$ cat config.mk
export PLATFORM = sky130hd
export DESIGN_NAME = pifo_tenant_arbiter_flat
export DESIGN_NICKNAME = d
export VERILOG_FILES = /design/src/rtl/pifo_tenant_arbiter_pkg.sv /design/src/rtl/pifo_tenant_arbiter_if.sv /design/src/rtl/pifo_tenant_arbiter_rr_arbiter.sv /design/src/rtl/pifo_tenant_arbiter.sv /design/src/flat_wrapper.sv
export SDC_FILE = /design/constraint.sdc
export NUM_CORES = 1
export LEC_CHECK = 0
export CAP_MARGIN = 20
export CORE_MARGIN = 5
export CORE_UTILIZATION = 36
export DETAILED_ROUTE_END_ITERATION = 10
export PLACE_DENSITY_LB_ADDON = 0.3
export SLEW_MARGIN = 0
export SYNTH_ARGS = -nofsm -noshare
export SYNTH_HDL_FRONTEND = slang
export SYNTH_HIERARCHICAL = 1
export SYNTH_SLANG_ARGS = --single-unit
$ cat constraint.sdc
create_clock -name i_clk -period 4.9 [get_ports i_clk]
set_input_delay 0.98 -clock i_clk [delete_from_list [all_inputs] [get_ports i_clk]]
set_output_delay 0.98 -clock i_clk [all_outputs]
set_load 0.02 [all_outputs]
$ cat src/rtl/pifo_tenant_arbiter_pkg.sv
// Shared types for the PIFO tenant arbiter: tree ids, drain FSM states and pop tags.
// Latency: none (types only).
// Backpressure: not applicable.
package pifo_arb_pkg;

    localparam int TIDW_P = 2;

    typedef logic [TIDW_P-1:0] tid_t;

    typedef enum logic [1:0] {
        IDLE  = 2'd0,
        DRAIN = 2'd1,
        WAIT  = 2'd2
    } drain_state_e;

    typedef struct packed {
        logic valid;
        tid_t tid;
    } pop_tag_t;

endpackage

$ cat src/rtl/pifo_tenant_arbiter_if.sv
// Tenant request, drain control, PIFO port and response signals of the tenant arbiter.
// Latency: none (wiring only).
// Backpressure: o_req_ready is the only stall signal seen by tenants.
interface pifo_tenant_arbiter_if #(
    parameter int NTEN = 4,
    parameter int PTW  = 8,
    parameter int TIDW = 2,
    parameter int CNTW = 5
);
    logic [NTEN-1:0]      i_req_valid;
    logic [NTEN-1:0]      i_req_is_pop;
    logic [NTEN*PTW-1:0]  i_req_data;
    logic [NTEN-1:0]      o_req_ready;
    logic                 i_drain;
    logic [TIDW-1:0]      i_drain_tid;
    logic                 o_drain_busy;
    logic                 o_pifo_push;
    logic                 o_pifo_pop;
    logic [TIDW-1:0]      o_pifo_tree_id;
    logic [PTW-1:0]       o_pifo_push_data;
    logic                 i_pifo_fifo_full;
    logic [PTW-1:0]       i_pifo_pop_data;
    logic [NTEN-1:0]      o_rsp_valid;
    logic [PTW-1:0]       o_rsp_data;
    logic [NTEN*CNTW-1:0] o_occ;
`ifdef PIFO_TENANT_ARB_STATS_EN
    logic [NTEN*16-1:0]   o_stall_cnt;
`endif

    // Arbiter side
    modport slave (
        input  i_req_valid, i_req_is_pop, i_req_data, i_drain, i_drain_tid,
        input  i_pifo_fifo_full, i_pifo_pop_data,
        output o_req_ready, o_drain_busy, o_pifo_push, o_pifo_pop, o_pifo_tree_id,
        output o_pifo_push_data, o_rsp_valid, o_rsp_data, o_occ
`ifdef PIFO_TENANT_ARB_STATS_EN
        , output o_stall_cnt
`endif
    );

    // Tenant / PIFO side
    modport master (
        output i_req_valid, i_req_is_pop, i_req_data, i_drain, i_drain_tid,
        output i_pifo_fifo_full, i_pifo_pop_data,
        input  o_req_ready, o_drain_busy, o_pifo_push, o_pifo_pop, o_pifo_tree_id,
        input  o_pifo_push_data, o_rsp_valid, o_rsp_data, o_occ
`ifdef PIFO_TENANT_ARB_STATS_EN
        , input o_stall_cnt
`endif
    );

endinterface

$ cat src/rtl/pifo_tenant_arbiter_rr_arbiter.sv
// Pointer-based round-robin arbiter: first requester at or after ptr, wrapping, one-hot grant.
// Latency: purely combinational.
// Backpressure: none; an all-zero request vector yields an all-zero grant.
module rr_arbiter #(
    parameter int N  = 4,
    parameter int PW = (N > 1) ? $clog2(N) : 1
) (
    input  logic [N-1:0]  req,
    input  logic [PW-1:0] ptr,
    output logic [N-1:0]  gnt,
    output logic [PW-1:0] gnt_idx,
    output logic          gnt_any
);

    logic [PW-1:0] idx;

    // Scan from the pointer and take the first active request
    always_comb begin
        gnt     = '0;
        gnt_idx = '0;
        gnt_any = 1'b0;
        idx     = '0;
        for (int k = 0; k < N; k++) begin
            idx = PW'((int'(ptr) + k) % N);
            if (!gnt_any && req[idx]) begin
                gnt[idx] = 1'b1;
                gnt_idx  = idx;
                gnt_any  = 1'b1;
            end
        end
    end

endmodule

$ cat src/rtl/pifo_tenant_arbiter.sv
// Shares one PIFO port among NTEN tenants with quota/occupancy tracking, pop return and a drain engine; PIFO_TENANT_ARB_STATS_EN adds per-tenant stall counters.
// Latency: grant -> PIFO strobe 1 cycle; pop strobe -> tenant response POP_LAT+1 cycles.
// Backpressure: o_req_ready withheld for empty-tree pops, over-quota or fifo_full pushes, and drain-pop cycles.
module pifo_tenant_arbiter
    import pifo_arb_pkg::*;
#(
    parameter int NTEN    = 4,
    parameter int PTW     = 8,
    parameter int TIDW    = TIDW_P,
    parameter int QUOTA   = 16,
    parameter int POP_LAT = 2,
    parameter int CNTW    = $clog2(QUOTA + 1)
) (
    input logic i_clk,
    input logic i_rst,
    pifo_tenant_arbiter_if.slave bus
);

    localparam int PW = (NTEN > 1) ? $clog2(NTEN) : 1;

    logic [CNTW-1:0] occ [NTEN];
    logic [NTEN-1:0] elig;
    logic [NTEN-1:0] arb_req;
    logic [NTEN-1:0] gnt;
    logic [PW-1:0]   ptr;
    logic [PW-1:0]   gnt_idx;
    logic            gnt_any;
    drain_state_e    state;
    drain_state_e    state_nxt;
    tid_t            drain_tid;
    logic            drain_pop;
    pop_tag_t        tag_pipe [POP_LAT];
    pop_tag_t        exit_tag;
    logic            tags_busy;
    logic            iss_vld;
    logic            iss_pop;
    tid_t            iss_tid;

    // Per-tenant eligibility; the tenant being drained is masked while the drain runs
    always_comb begin
        elig = '0;
        for (int t = 0; t < NTEN; t++) begin
            if (bus.i_req_valid[t] && !(state == DRAIN && drain_tid == tid_t'(t))) begin
                if (bus.i_req_is_pop[t])
                    elig[t] = (occ[t] != '0);
                else
                    elig[t] = (occ[t] < CNTW'(QUOTA)) && !bus.i_pifo_fifo_full;
            end
        end
        arb_req = drain_pop ? '0 : elig;
    end

    rr_arbiter #(.N(NTEN), .PW(PW)) u_rr (
        .req     (arb_req),
        .ptr     (ptr),
        .gnt     (gnt),
        .gnt_idx (gnt_idx),
        .gnt_any (gnt_any)
    );

    assign bus.o_req_ready = gnt;

    // Merge drain pops (highest priority) with tenant grants into one issue slot
    always_comb begin
        iss_vld = drain_pop | gnt_any;
        iss_pop = drain_pop | (gnt_any & bus.i_req_is_pop[gnt_idx]);
        iss_tid = drain_pop ? drain_tid : tid_t'(gnt_idx);
    end

    // Round-robin pointer advances past the granted tenant, holds otherwise
    always_ff @(posedge i_clk) begin
        if (i_rst)
            ptr <= '0;
        else if (gnt_any)
            ptr <= (gnt_idx == PW'(NTEN - 1)) ? '0 : gnt_idx + 1'b1;
    end

    // Registered PIFO strobes, tree id and push data
    always_ff @(posedge i_clk) begin
        if (i_rst) begin
            bus.o_pifo_push      <= 1'b0;
            bus.o_pifo_pop       <= 1'b0;
            bus.o_pifo_tree_id   <= '0;
            bus.o_pifo_push_data <= '0;
        end else begin
            bus.o_pifo_push      <= iss_vld & ~iss_pop;
            bus.o_pifo_pop       <= iss_vld & iss_pop;
            bus.o_pifo_tree_id   <= iss_vld ? iss_tid : '0;
            bus.o_pifo_push_data <= (iss_vld && !iss_pop) ? bus.i_req_data[int'(gnt_idx)*PTW +: PTW] : '0;
        end
    end

    // Occupancy moves in the grant cycle; eligibility keeps it within [0, QUOTA]
    always_ff @(posedge i_clk) begin
        if (i_rst) begin
            for (int t = 0; t < NTEN; t++) occ[t] <= '0;
        end else if (iss_vld) begin
            for (int t = 0; t < NTEN; t++) begin
                if (iss_tid == tid_t'(t))
                    occ[t] <= iss_pop ? occ[t] - 1'b1 : occ[t] + 1'b1;
            end
        end
    end

    // Pack occupancy counters onto the flat output
    always_comb begin
        bus.o_occ = '0;
        for (int t = 0; t < NTEN; t++) bus.o_occ[t*CNTW +: CNTW] = occ[t];
    end

    // Tag pipe follows each issued pop until its data comes back
    always_ff @(posedge i_clk) begin
        if (i_rst) begin
            for (int i = 0; i < POP_LAT; i++) tag_pipe[i] <= '0;
        end else begin
            tag_pipe[0] <= '{valid: bus.o_pifo_pop, tid: tid_t'(bus.o_pifo_tree_id)};
            for (int i = 1; i < POP_LAT; i++) tag_pipe[i] <= tag_pipe[i-1];
        end
    end

    assign exit_tag = tag_pipe[POP_LAT-1];

    // In-flight pops include the strobe that has not yet entered the tag pipe
    always_comb begin
        tags_busy = bus.o_pifo_pop;
        for (int i = 0; i < POP_LAT; i++) tags_busy = tags_busy | tag_pipe[i].valid;
    end

    // Register returning pop data towards its owning tenant
    always_ff @(posedge i_clk) begin
        if (i_rst) begin
            bus.o_rsp_valid <= '0;
            bus.o_rsp_data  <= '0;
        end else begin
            bus.o_rsp_valid <= '0;
            bus.o_rsp_data  <= '0;
            if (exit_tag.valid) begin
                bus.o_rsp_valid[exit_tag.tid] <= 1'b1;
                bus.o_rsp_data                <= bus.i_pifo_pop_data;
            end
        end
    end

    // Drain FSM state register; the target tenant is captured only from IDLE
    always_ff @(posedge i_clk) begin
        if (i_rst) begin
            state     <= IDLE;
            drain_tid <= '0;
        end else begin
            state <= state_nxt;
            if (state == IDLE && bus.i_drain)
                drain_tid <= tid_t'(bus.i_drain_tid);
        end
    end

    // Drain FSM next state: pop until empty, then wait for outstanding responses
    always_comb begin
        state_nxt = state;
        unique case (state)
            IDLE:    if (bus.i_drain) state_nxt = DRAIN;
            DRAIN:   if (occ[drain_tid] == '0) state_nxt = WAIT;
            WAIT:    if (!tags_busy) state_nxt = IDLE;
            default: state_nxt = IDLE;
        endcase
    end

    // Drain FSM outputs
    always_comb begin
        drain_pop        = (state == DRAIN) && (occ[drain_tid] != '0);
        bus.o_drain_busy = (state != IDLE);
    end

`ifdef PIFO_TENANT_ARB_STATS_EN
    logic [15:0] stall_cnt [NTEN];

    // Saturating per-tenant count of cycles spent valid but not granted
    always_ff @(posedge i_clk) begin
        if (i_rst) begin
            for (int t = 0; t < NTEN; t++) stall_cnt[t] <= '0;
        end else begin
            for (int t = 0; t < NTEN; t++) begin
                if (bus.i_req_valid[t] && !gnt[t] && stall_cnt[t] != 16'hFFFF)
                    stall_cnt[t] <= stall_cnt[t] + 16'd1;
            end
        end
    end

    // Pack stall counters onto the flat output
    always_comb begin
        bus.o_stall_cnt = '0;
        for (int t = 0; t < NTEN; t++) bus.o_stall_cnt[t*16 +: 16] = stall_cnt[t];
    end
`endif

endmodule

$ cat src/flat_wrapper.sv
// flat-port wrapper written by rule: the top's interface ports become plain ports
module pifo_tenant_arbiter_flat import pifo_arb_pkg::*;
#(
    parameter int NTEN    = 4,
    parameter int PTW     = 8,
    parameter int TIDW    = TIDW_P,
    parameter int QUOTA   = 16,
    parameter int POP_LAT = 2,
    parameter int CNTW    = $clog2(QUOTA + 1)
)
  (i_clk, i_rst, bus_i_req_valid, bus_i_req_is_pop, bus_i_req_data, bus_i_drain, bus_i_drain_tid, bus_i_pifo_fifo_full, bus_i_pifo_pop_data, bus_o_req_ready, bus_o_drain_busy, bus_o_pifo_push, bus_o_pifo_pop, bus_o_pifo_tree_id, bus_o_pifo_push_data, bus_o_rsp_valid, bus_o_rsp_data, bus_o_occ);
  pifo_tenant_arbiter_if #(.NTEN(NTEN), .PTW(PTW), .TIDW(TIDW), .CNTW(CNTW)) bus_i ();
  input logic i_clk;
  input logic i_rst;
  input wire logic [$bits(bus_i.i_req_valid)-1:0] bus_i_req_valid;
  input wire logic [$bits(bus_i.i_req_is_pop)-1:0] bus_i_req_is_pop;
  input wire logic [$bits(bus_i.i_req_data)-1:0] bus_i_req_data;
  input wire logic [$bits(bus_i.i_drain)-1:0] bus_i_drain;
  input wire logic [$bits(bus_i.i_drain_tid)-1:0] bus_i_drain_tid;
  input wire logic [$bits(bus_i.i_pifo_fifo_full)-1:0] bus_i_pifo_fifo_full;
  input wire logic [$bits(bus_i.i_pifo_pop_data)-1:0] bus_i_pifo_pop_data;
  output wire logic [$bits(bus_i.o_req_ready)-1:0] bus_o_req_ready;
  output wire logic [$bits(bus_i.o_drain_busy)-1:0] bus_o_drain_busy;
  output wire logic [$bits(bus_i.o_pifo_push)-1:0] bus_o_pifo_push;
  output wire logic [$bits(bus_i.o_pifo_pop)-1:0] bus_o_pifo_pop;
  output wire logic [$bits(bus_i.o_pifo_tree_id)-1:0] bus_o_pifo_tree_id;
  output wire logic [$bits(bus_i.o_pifo_push_data)-1:0] bus_o_pifo_push_data;
  output wire logic [$bits(bus_i.o_rsp_valid)-1:0] bus_o_rsp_valid;
  output wire logic [$bits(bus_i.o_rsp_data)-1:0] bus_o_rsp_data;
  output wire logic [$bits(bus_i.o_occ)-1:0] bus_o_occ;
  assign bus_i.i_req_valid = bus_i_req_valid;
  assign bus_i.i_req_is_pop = bus_i_req_is_pop;
  assign bus_i.i_req_data = bus_i_req_data;
  assign bus_i.i_drain = bus_i_drain;
  assign bus_i.i_drain_tid = bus_i_drain_tid;
  assign bus_i.i_pifo_fifo_full = bus_i_pifo_fifo_full;
  assign bus_i.i_pifo_pop_data = bus_i_pifo_pop_data;
  assign bus_o_req_ready = bus_i.o_req_ready;
  assign bus_o_drain_busy = bus_i.o_drain_busy;
  assign bus_o_pifo_push = bus_i.o_pifo_push;
  assign bus_o_pifo_pop = bus_i.o_pifo_pop;
  assign bus_o_pifo_tree_id = bus_i.o_pifo_tree_id;
  assign bus_o_pifo_push_data = bus_i.o_pifo_push_data;
  assign bus_o_rsp_valid = bus_i.o_rsp_valid;
  assign bus_o_rsp_data = bus_i.o_rsp_data;
  assign bus_o_occ = bus_i.o_occ;
  pifo_tenant_arbiter #(.NTEN(NTEN), .PTW(PTW), .TIDW(TIDW), .QUOTA(QUOTA), .POP_LAT(POP_LAT), .CNTW(CNTW)) u_core (.i_clk(i_clk), .i_rst(i_rst), .bus(bus_i));
endmodule
* After elaboration in Yosys (flattened, before gate mapping)
Memory sizes are Yosys's and may differ from the RTL's. A register that Yosys moved wholly into a read port is not among the register bits.
Cells that the tools add are included.
** Cells by class
- $add $sub $neg :: 12
- $mul :: 0
- Divide/modulo/power cells :: 0
- Magnitude comparators :: 15
- Equality and inequality tests :: 12
- Shift operators :: 1
- Multiplexer cells :: 78
- Bitwise gates (word level) :: 20
- Reduce and logical (&&, ||, !) cells :: 46
** Operators by type and width (count)
- 1-bit 2-to-1 mux :: 41
- 5-bit 2-to-1 mux :: 8
- 32-bit by 6-bit variable part select with 8-bit output :: 1
- 5-bit nonzero test :: 5
- 1-bit logical AND :: 23
- 2-bit 2-to-1 mux :: 11
- 5-bit by 1-bit adder with 5-bit output (second input constant) :: 4
- 5-bit less-than comparator (second input constant) :: 4
- 4-bit 2-to-1 mux :: 5
- 5-bit by 1-bit subtractor with 5-bit output (second input constant) :: 4
- 2-bit by 3-bit less-than comparator with 1-bit output (second input constant) :: 6
- 2-bit equality test (second input constant) :: 6
- 4-bit bitwise OR :: 3
- 1-bit binary-select mux with 2-bit select :: 5
- 1-bit demux with 2-bit select :: 5
- 2-bit by 1-bit >= comparator with 1-bit output (second input constant) :: 5
- 1-bit bitwise OR :: 10
- 1-bit logical NOT :: 9
- 2-bit by 1-bit equality test with 1-bit output (second input constant) :: 3
- 2-bit logical NOT :: 3
- 3-bit 2-to-1 mux :: 2
- 2-bit inequality test (second input constant) :: 3
- 2-bit one-hot mux with 3 select lines :: 1
- 2-bit OR reduction :: 3
- other kinds (7) :: 14
** Storage, ports and cells
- Register bits after elaboration :: 30
- Latch bits :: 0
- RAM bits :: 26
- Bits in read-only memories :: 0
- Bits of input ports :: 54
- Output and inout bits :: 49
- Word-level logic and storage cells :: 195
- Memories kept :: 2
** Memories
- u_core.occ :: depth 4, width 5, read ports 5, clocked after memory_dff 1, write ports 4, line pifo_tenant_arbiter.sv:21 : logic [CNTW-1:0] occ [NTEN];
- u_core.tag_pipe :: depth 2, width 3, read ports 2, clocked after memory_dff 0, write ports 2, line pifo_tenant_arbiter.sv:32 : pop_tag_t tag_pipe [POP_LAT];

* Longest topological paths before layout
Gate-level depths: netlist of run 1.
- Depth in word-level cells :: 26
- Depth in mapped cells :: 20

* Modules after synthesis
Netlist of run 1, hierarchy kept.
** By module, submodules not included
- pifo_tenant_arbiter :: times used 1, cells each 288, area an instance 3128.0 um2, sequential area each 1361.3 um2
- rr_arbiter :: times used 1, cells each 45, area an instance 419.2 um2, sequential area each 0.0 um2

* Worst setup path after synthesis of run 1
No wires, ideal clock.
- Path kind :: reg-to-reg
- Start :: memory u_core.occ[0][0]
- End :: memory u_core.occ[2][4] (data pin)
- Data arrival time :: 5273 ps
- Data required time :: 4712 ps
- Slack :: -561 ps
- Stages on the path, launching flop included :: 19
- Clock period less this slack :: 5461 ps
- Path through :: edfxtp_1 > or4_1 > or3_4 > nand3b_1 > nand3_1 > a21oi_1 > mux4_2 > buf_6 > a21oi_1 > o31ai_1 > mux4_2 > nand2_1 > nand2_1 > fa_1 > a21o_1 > a21oi_1 > xnor2_1 > a2111o_1 > o41ai_1
** RTL lines (line)
- start, declared :: pifo_tenant_arbiter.sv:21

==> results.toml, run 1 <==
[timing]
finalWorstPathRequiredPeriod_ns = 5.00
max_freq_mhz = 200
worst_slew_margin_rel_pct = 51.6
postLayoutSetupSlackWorst_ns = -0.0961
finalMaxSlewViolations = 0
finClkSkew_ns = 0.0150
worst_slew_pin_slew_ns = 0.723
setup_viol = 4
fin_crit_sh_pct = 102
hold_viol_final = 0
rsz0062_at_grt = "true"

[setup_path]
critPathMaxStageDelay_ns = 0.56
critical_path_s_slowest_cell = "sky130_fd_sc_hd__or4_4"
cell_type_group_with_the_largest_total_delay_on_the_critical_path = "simple AND/OR/NAND/NOR gates"
cp.buffers_inverters = 0
crit_chain = "or4_4 > or3_4 > nand3b_1 > nand3_1 > a21oi_2 > mux4_2 > and2b_2 > o21ai_2 > o31ai_4 > mux4_2 > and2_1 > nor2_2 > fa_1 > nor2b_1 > o22ai_1 > xnor2_1 > or4_1 > o22ai_1"
startpoint_type = "flop"
max_fo_critical_path = 5
timing.reg2reg.setup_slack_ns = -0.1
timing.critical_path.arrival_ns = 5.19
cp-end-kind = "flop"
worst-endpoint-required_ns = 5.09
timing_worst_setup_path_type = "reg -> reg"
worstReg2RegStart = "u_core/occ[0][0]$_SDFFCE_PN0P_"
rr_endpoint = "u_core/occ[0][4]$_SDFFCE_PN0P_"
worst-r2r-cell-count = 18

[route]
route.vias.total = 3389
drt_iter0_drc = 252
route.final.wire_length_microns = 10800
routed_wire_length_per_instance_microns = 17.0
detail_route.first_pass.iterations = 5
drc_errors = 0
avgViaCountPerCell = 5.33
drtAntennaViolNets = 0

[pwr]
totalPowerFinal_mw = 4.05
vdd_drop_max_mv = 0.472
power-per-cell-area_mw_per_mm2 = 736
cellLeakagePower_nw = 2.20

[finish]
num-nets-final = 574
fillers = 832
post_route_cells_drive_above_1_share_pct = 27.6
final_area_sq_mm = 0.00550
post-route-util_pct = 56.8
num_antenna_cells = 0
layout-area-overhead-vs-synth_pct = 55.1

[logic_synthesis]
synth_largest_area_cell = "sky130_fd_sc_hd__dfxtp_1"
post_synth_most_frequent_cells = "sky130_fd_sc_hd__dfxtp_1 (38), sky130_fd_sc_hd__nor2_1 (21), sky130_fd_sc_hd__edfxtp_1 (20), sky130_fd_sc_hd__ha_1 (18)"
synth.most_common_cell = "sky130_fd_sc_hd__dfxtp_1"
synth.avg_cell_area_sq_um = 10.7
synth_area_leaders = "sky130_fd_sc_hd__dfxtp_1 (21%), sky130_fd_sc_hd__edfxtp_1 (17%), sky130_fd_sc_hd__mux4_2 (7.0%)"
proportion_of_register_bits_with_asynchronous_set_or_reset_after_synthesis_pct = 0
dominantRegCellSynth = "sky130_fd_sc_hd__dfxtp_1"
seq_area_frac_synth_pct = 38.4
synth.ff_latch_count = 58
ys_warn_count = 6
mappedNetlistNets = 409
synth.lib_cells_used.distinct = 54
synth_enable_flop_cells = 20
synth_top_cell_area_share_pct = 21.4
post_synth_inst_count = 333
mappedNetlistArea_sq_mm = 0.00355

[clocking]
clk_pin_slew_ns = 0.07
cts_num_sinks = 58
tritoncts = "built"
htree_num_levels = 3
clk-insertion-delay-late_ns = 0.35
numCtsBuffers = 9
clock_tree.buffer_depth = 2
cts_root_buffer = "sky130_fd_sc_hd__clkbuf_8"

[global_route]
grt_util_met2_pct = 28.0
grt_util_met3_pct = 5.80
gr-total-overflow = 0
grt_most_used_layer = "met2"
global_route_wire_length_before_repair_microns = 16200
fraction_of_met1_tracks_used_by_global_routing_pct = 21.8
grt_start_max_net_pins = 27
groute.usage.overall_pct = 17.5
antenna_found_initial = 0
grt_pass1_vias = 3236

[die]
io_pins = 103
num_rows = 36
initial_core_utilization_pct = 36.6
core_region_area_sq_mm = 0.00968
die_area_sq_mm = 0.0119
floorplan.die.width_microns = 109
die_height_microns = 109

[run_status]
run_status = "complete, but fails checks"
violations = "setup timing"

[worst_hold_path]
hold_end = "u_core/tag_pipe[0][3]$_SDFF_PP0_"
hold_start = "u_core/tag_pipe[0][0]$_SDFF_PP0_"
min_path_cells = 1
hold_path.class = "reg -> reg"

[flow_run]
max_cap_violations = 0

[place]
dp.final_hpwl_microns = 7920
io_buffer_count = 102
gp_congestion = 0.920
placement.cell_area_sq_mm = 0.00502
-- stage by stage --
stage,setup TNS (ns),hold slack (ns),worst slack [ns],instances
floorplan,0,0.414,0.00506,333
detailed placement,-2.03,0.428,-0.393,596
CTS,0,0.446,0.0147,632
finish,-0.316,0.440,-0.0961,636
global placement,-1.43,0.417,-0.305,596
global route,-1.46,0.462,-0.273,636
-- sequential cells by signal, summed over array words and instances (netlist names), 2 cells and up, named ones only --
| signal | count |
|---|---|
| u_core/bus.o_rsp_valid | 4 |
| u_core/bus.o_rsp_data | 8 |
| u_core/state | 2 |
| u_core/occ | 20 |
| u_core/bus.o_pifo_push_data | 8 |
| u_core/drain_tid | 2 |
| u_core/bus.o_pifo_tree_id | 2 |
| u_core/ptr | 2 |
| u_core/tag_pipe | 6 |
-- cells in the final DEF, fill, tap and decap left out, types with 7 or more instances in the layout --
master	n
sky130_fd_sc_hd__clkdlybuf4s50_1	99
sky130_fd_sc_hd__buf_4	69
sky130_fd_sc_hd__dfxtp_1	38
sky130_fd_sc_hd__nor2_1	20
sky130_fd_sc_hd__edfxtp_1	20
sky130_fd_sc_hd__ha_1	18
sky130_fd_sc_hd__and2_1	17
sky130_fd_sc_hd__mux4_2	13
sky130_fd_sc_hd__nor2b_1	11
sky130_fd_sc_hd__nand2_1	10
sky130_fd_sc_hd__a21o_1	10
sky130_fd_sc_hd__a21oi_1	10
sky130_fd_sc_hd__clkbuf_8	9
sky130_fd_sc_hd__inv_1	9
sky130_fd_sc_hd__nand3_1	8
sky130_fd_sc_hd__xnor2_1	8
sky130_fd_sc_hd__a22oi_1	8
sky130_fd_sc_hd__nor3_1	7
sky130_fd_sc_hd__nand2b_1	7
sky130_fd_sc_hd__a21oi_2	7
sky130_fd_sc_hd__o21ai_0	7
sky130_fd_sc_hd__a211oi_2	7
-- routing by layer --
layer  routed length [microns]  share of wire, %
met1                      4490                41
met2                      4910                45
met3                      1140                10
met4                       299               2.8
met5                         0                 0
-- repair_timing --
action	CTS	global route
pin swaps	2	5
buffers inserted	20	3
endpoints found under the hold margin	0	0
gates resized for setup	6	14
endpoints found under the setup margin	4	12
hold buffers	0	0
gates cloned	0	1
-- layout make-up --
| type | instances | area, sq um | share of cell area (%) |
|---|---|---|---|
| Clock buffer | 10 | 149 | 2.71 |
| Clock inverter | 6 | 95.1 | 1.73 |
| Inverter | 9 | 33.8 | 0.614 |
| Multi-Input combinational cell | 249 | 2150 | 39.1 |
| Sequential cell | 58 | 1360 | 24.7 |
| Tap cell | 133 | 166 | 3.02 |
| Timing Repair Buffer | 171 | 1550 | 28.1 |
-- how the worst max path moves through the flow --
stage | endpoint | from | depth (start not counted)
after floorplan | u_core/occ[0][4]$_SDFFCE_PN0P_ | u_core/occ[0][0]$_SDFFCE_PN0P_ | 20
after global placement | u_core/occ[1][4]$_SDFFCE_PN0P_ | bus_i_req_is_pop[3] | 17
after detailed placement | u_core/occ[1][4]$_SDFFCE_PN0P_ | bus_i_pifo_fifo_full | 18
after CTS | u_core/occ[0][4]$_SDFFCE_PN0P_ | u_core/occ[0][0]$_SDFFCE_PN0P_ | 18
after global routing | u_core/occ[0][4]$_SDFFCE_PN0P_ | u_core/occ[0][0]$_SDFFCE_PN0P_ | 18
final | u_core/occ[0][4]$_SDFFCE_PN0P_ | u_core/occ[0][0]$_SDFFCE_PN0P_ | 18
-- kinds of logic (layout without fill, tap and decap cells) --
kind of cell,count (synthesis),count (layout),synth area share (%)
AO/OA/AOI/OAI,76,76,15.4
XOR/XNOR,15,15,3.70
adder cells (fa/ha/maj),22,22,8.61
flip-flops,58,58,38.4
AND/OR/NAND/NOR,115,116,19.6
multiplexers,20,20,10.5
buffers and inverters,27,196,3.77
-- where the power goes --
| group | internal (mW) | switching (mW) |
|---|---|---|
| combinational | 1.42 | 1.36 |
| clock | 0.321 | 0.212 |
| sequential | 0.653 | 0.0854 |
| total | 2.39 | 1.66 |
Note: power is estimated with default switching activity, not from simulation.
==> run 2: changes to the inputs <==
Settings changed: SLEW_MARGIN 0 to unset.
==> results of run 2 <==
Same layout as run 1: the final DEF is identical, and so are final timing and power.
==> run 3: changes to the inputs <==
Settings changed: CORE_UTILIZATION 36 to 43, CTS_CLUSTER_SIZE set to 8.
Clock period 4.9 ns to 4.15 ns, I/O delays scaled along.
==> results.toml, run 3 (synthesis results as in run 1) <==
[place]
placement.cell_area_sq_mm = 0.00525
dp.final_hpwl_microns = 7830
io_buffer_count = 102
gp_congestion = 0.946

[finish]
largest_register_ffs = 20
final_common_cell = "sky130_fd_sc_hd__buf_4"
area_of_the_multi_input_gates_sq_mm = 0.00230
fillers = 599
biggestRegsByFlops = "u_core/occ (20), u_core/bus.o_pifo_push_data (8), u_core/bus.o_rsp_data (8)"
post_route_cells_drive_above_1_share_pct = 37.5
seqCellArea_sq_mm = 0.00136
layout.cells.most_common_list = "sky130_fd_sc_hd__buf_4 (107), sky130_fd_sc_hd__clkdlybuf4s50_1 (98), sky130_fd_sc_hd__dfxtp_1 (38)"
final_area_sq_mm = 0.00589
num-nets-final = 613
num_antenna_cells = 0
layout-area-overhead-vs-synth_pct = 66.0
registers.top_by_ff_count = "u_core/occ"

[route]
route.final.wire_length_microns = 11600
route.vias.total = 3643
drtAntennaViolNets = 0
drc_errors = 0
drt_iter0_drc = 439
routed_wire_length_per_instance_microns = 17.9
detail_route.first_pass.iterations = 5
avgViaCountPerCell = 5.63

[clocking]
htree_num_levels = 3
clk-insertion-delay-late_ns = 0.34
cts_root_buffer = "sky130_fd_sc_hd__clkbuf_8"
count_of_hold_fix_buffers_inserted_at_cts = 0
tritoncts = "built"
cts_num_sinks = 58
numCtsBuffers = 9
clk_pin_slew_ns = 0.08
clock_tree.buffer_depth = 2

[timing]
finClkSkew_ns = 0.00950
postLayoutSetupSlackWorst_ns = -1.02
setup_viol = 52
fin_crit_sh_pct = 125
worst_slew_pin_slew_ns = 0.625
max_freq_mhz = 194
finalWorstPathRequiredPeriod_ns = 5.17
finalMaxSlewViolations = 0
rsz0062_at_grt = "true"
worst_slew_margin_rel_pct = 58.3
hold_viol_final = 0

[setup_path]
startpoint_type = "flop"
max_fo_critical_path = 9
rr_endpoint = "u_core/occ[1][4]$_SDFFCE_PN0P_"
timing_worst_setup_path_type = "reg -> reg"
worst-endpoint-required_ns = 4.34
critical_path_s_slowest_cell = "sky130_fd_sc_hd__or4_4"
timing.critical_path.arrival_ns = 5.36
timing.reg2reg.setup_slack_ns = -1.02
critPathMaxStageDelay_ns = 0.56
worst-r2r-cell-count = 20
cp-end-kind = "flop"
worstReg2RegStart = "u_core/occ[0][3]$_SDFFCE_PN0P_"
crit_chain = "or4_4 > or3_4 > nand3b_1 > o211ai_1 > a21oi_2 > buf_4 > mux4_2 > inv_1 > o311ai_1 > a32o_2 > mux4_2 > nand2_4 > nand2_8 > buf_4 > ha_1 > a21o_1 > a21oi_2 > xnor2_1 > or3_1 > o22ai_2"

[global_route]
gr-total-overflow = 0
grt_start_max_net_pins = 46
antenna_found_initial = 0
groute.usage.overall_pct = 21.6
global_route_wire_length_before_repair_microns = 17400
grt_pass1_vias = 3588

[pwr]
cellInternalPower_mw = 3.08
totalPowerFinal_mw = 5.26
p_seq_share_pct = 16.1
cellLeakagePower_nw = 2.40
pwr-share-comb_pct = 73.0
power_switching_mw = 2.18
vdd_drop_max_mv = 0.579
share_clk_of_total_power_pct = 10.9
power-per-cell-area_mw_per_mm2 = 894
sw_share_pct = 41.4

[die]
io_pins = 103
die_height_microns = 101
floorplan.die.width_microns = 101
initial_core_utilization_pct = 43.6
core_region_area_sq_mm = 0.00813
num_rows = 33
die_area_sq_mm = 0.0102

[worst_hold_path]
hold_path.class = "reg -> reg"
min_path_cells = 1
hold_start = "u_core/tag_pipe[0][1]$_SDFF_PP0_"
hold_end = "u_core/tag_pipe[0][4]$_SDFF_PP0_"

[flow_run]
max_cap_violations = 0

[run_status]
run_status = "complete, but fails checks"
violations = "setup timing"
==> run 3: cell types whose count changed in the layout (fill, tap and decap cells not counted), moves of 3 or more <==
cell and change:
sky130_fd_sc_hd__a21oi_1 -3, sky130_fd_sc_hd__a21oi_4 +4, sky130_fd_sc_hd__buf_4 +38, sky130_fd_sc_hd__buf_6 +4, sky130_fd_sc_hd__dlymetal6s2s_1 -3, sky130_fd_sc_hd__o21ai_0 -5
sky130_fd_sc_hd__o21ai_1 +4, sky130_fd_sc_hd__o22ai_1 -3, sky130_fd_sc_hd__o22ai_2 +3
==> run 3: worst max-delay path, delay by kind of cell (launching register included) <==
family                   cells  cell delay (ns)
AND/OR/NAND/NOR              6             1.70
adder cells (fa/ha/maj)      1             0.29
XOR/XNOR                     1             0.10
AO/OA/AOI/OAI                7             1.44
multiplexers                 2             0.63
flip-flops                   1             0.42
buffers and inverters        3             0.40
==> run 3: worst max path at each step <==
stage | to | start | depth (start not counted) | slack, ns
2_1_floorplan | u_core/occ[0][4]$_SDFFCE_PN0P_ | u_core/occ[0][3]$_SDFFCE_PN0P_ | 19 | -0.68
3_3_place_gp | u_core/occ[2][4]$_SDFFCE_PN0P_ | bus_i_req_is_pop[3] | 17 | -0.78
3_5_place_dp | u_core/occ[3][4]$_SDFFCE_PN0P_ | bus_i_req_is_pop[0] | 18 | -1.01
4_1_cts | u_core/occ[0][4]$_SDFFCE_PN0P_ | u_core/occ[0][3]$_SDFFCE_PN0P_ | 18 | -0.69
5_1_grt | u_core/occ[1][4]$_SDFFCE_PN0P_ | u_core/occ[0][3]$_SDFFCE_PN0P_ | 20 | -1.09
6_report | u_core/occ[1][4]$_SDFFCE_PN0P_ | u_core/occ[0][3]$_SDFFCE_PN0P_ | 20 | -1.02
==> run 3: stage by stage <==
step	worst slack [ns]	cells	setup TNS [ns]	hold slack [ns]	util (%)
final	-1.02	647	-16.43	0.440	72.4
after global routing	-1.09	647	-19.77	0.462	72.4
after CTS	-0.688	634	-6.27	0.443	69.8
after detailed placement	-1.01	596	-15.40	0.425	64.6
after global placement	-0.779	596	-10.18	0.417	64.6
after floorplan	-0.684	333	-5.81	0.414	-
==> run 3: timing repair <==
action / 4_1_cts / 5_1_grt
endpoints found under the setup margin: 36 / 51
gates resized for setup: 39 / 25
pin swaps: 9 / 15
setup buffers: 22 / 13
==> run 3: final cells by class <==
class / count / share of cell area [%]
timing repair buffer: 211 / 31.2
inverter: 9 / 0.574
clock inverter: 6 / 1.21
clock buffer: 10 / 2.53
multi-input combinational: 248 / 39.1
tap: 105 / 2.23
sequential: 58 / 23.1
==> run 3: metal layers <==
| metal | part of all wire [%] | global-route usage (%) | up-vias |
|---|---|---|---|
| met3 | 9.8 | 4.84 | 50 |
| li1 | - | - | 1653 |
| met5 | 0 | 0 | - |
| met4 | 3.0 | 9.64 | 0 |
| met1 | 40 | 26.7 | 1715 |
| met2 | 47 | 35.9 | 225 |
==> run 3: power groups by stage <==
stage	combinational, mW	sequential (mW)	clock, mW
global placement	3.17	0.846	0
finish	3.84	0.847	0.572
detailed placement	3.26	0.851	0
global route	4.13	0.864	0.617
CTS	3.53	0.843	0.581
floorplan	1.83	1.03	0
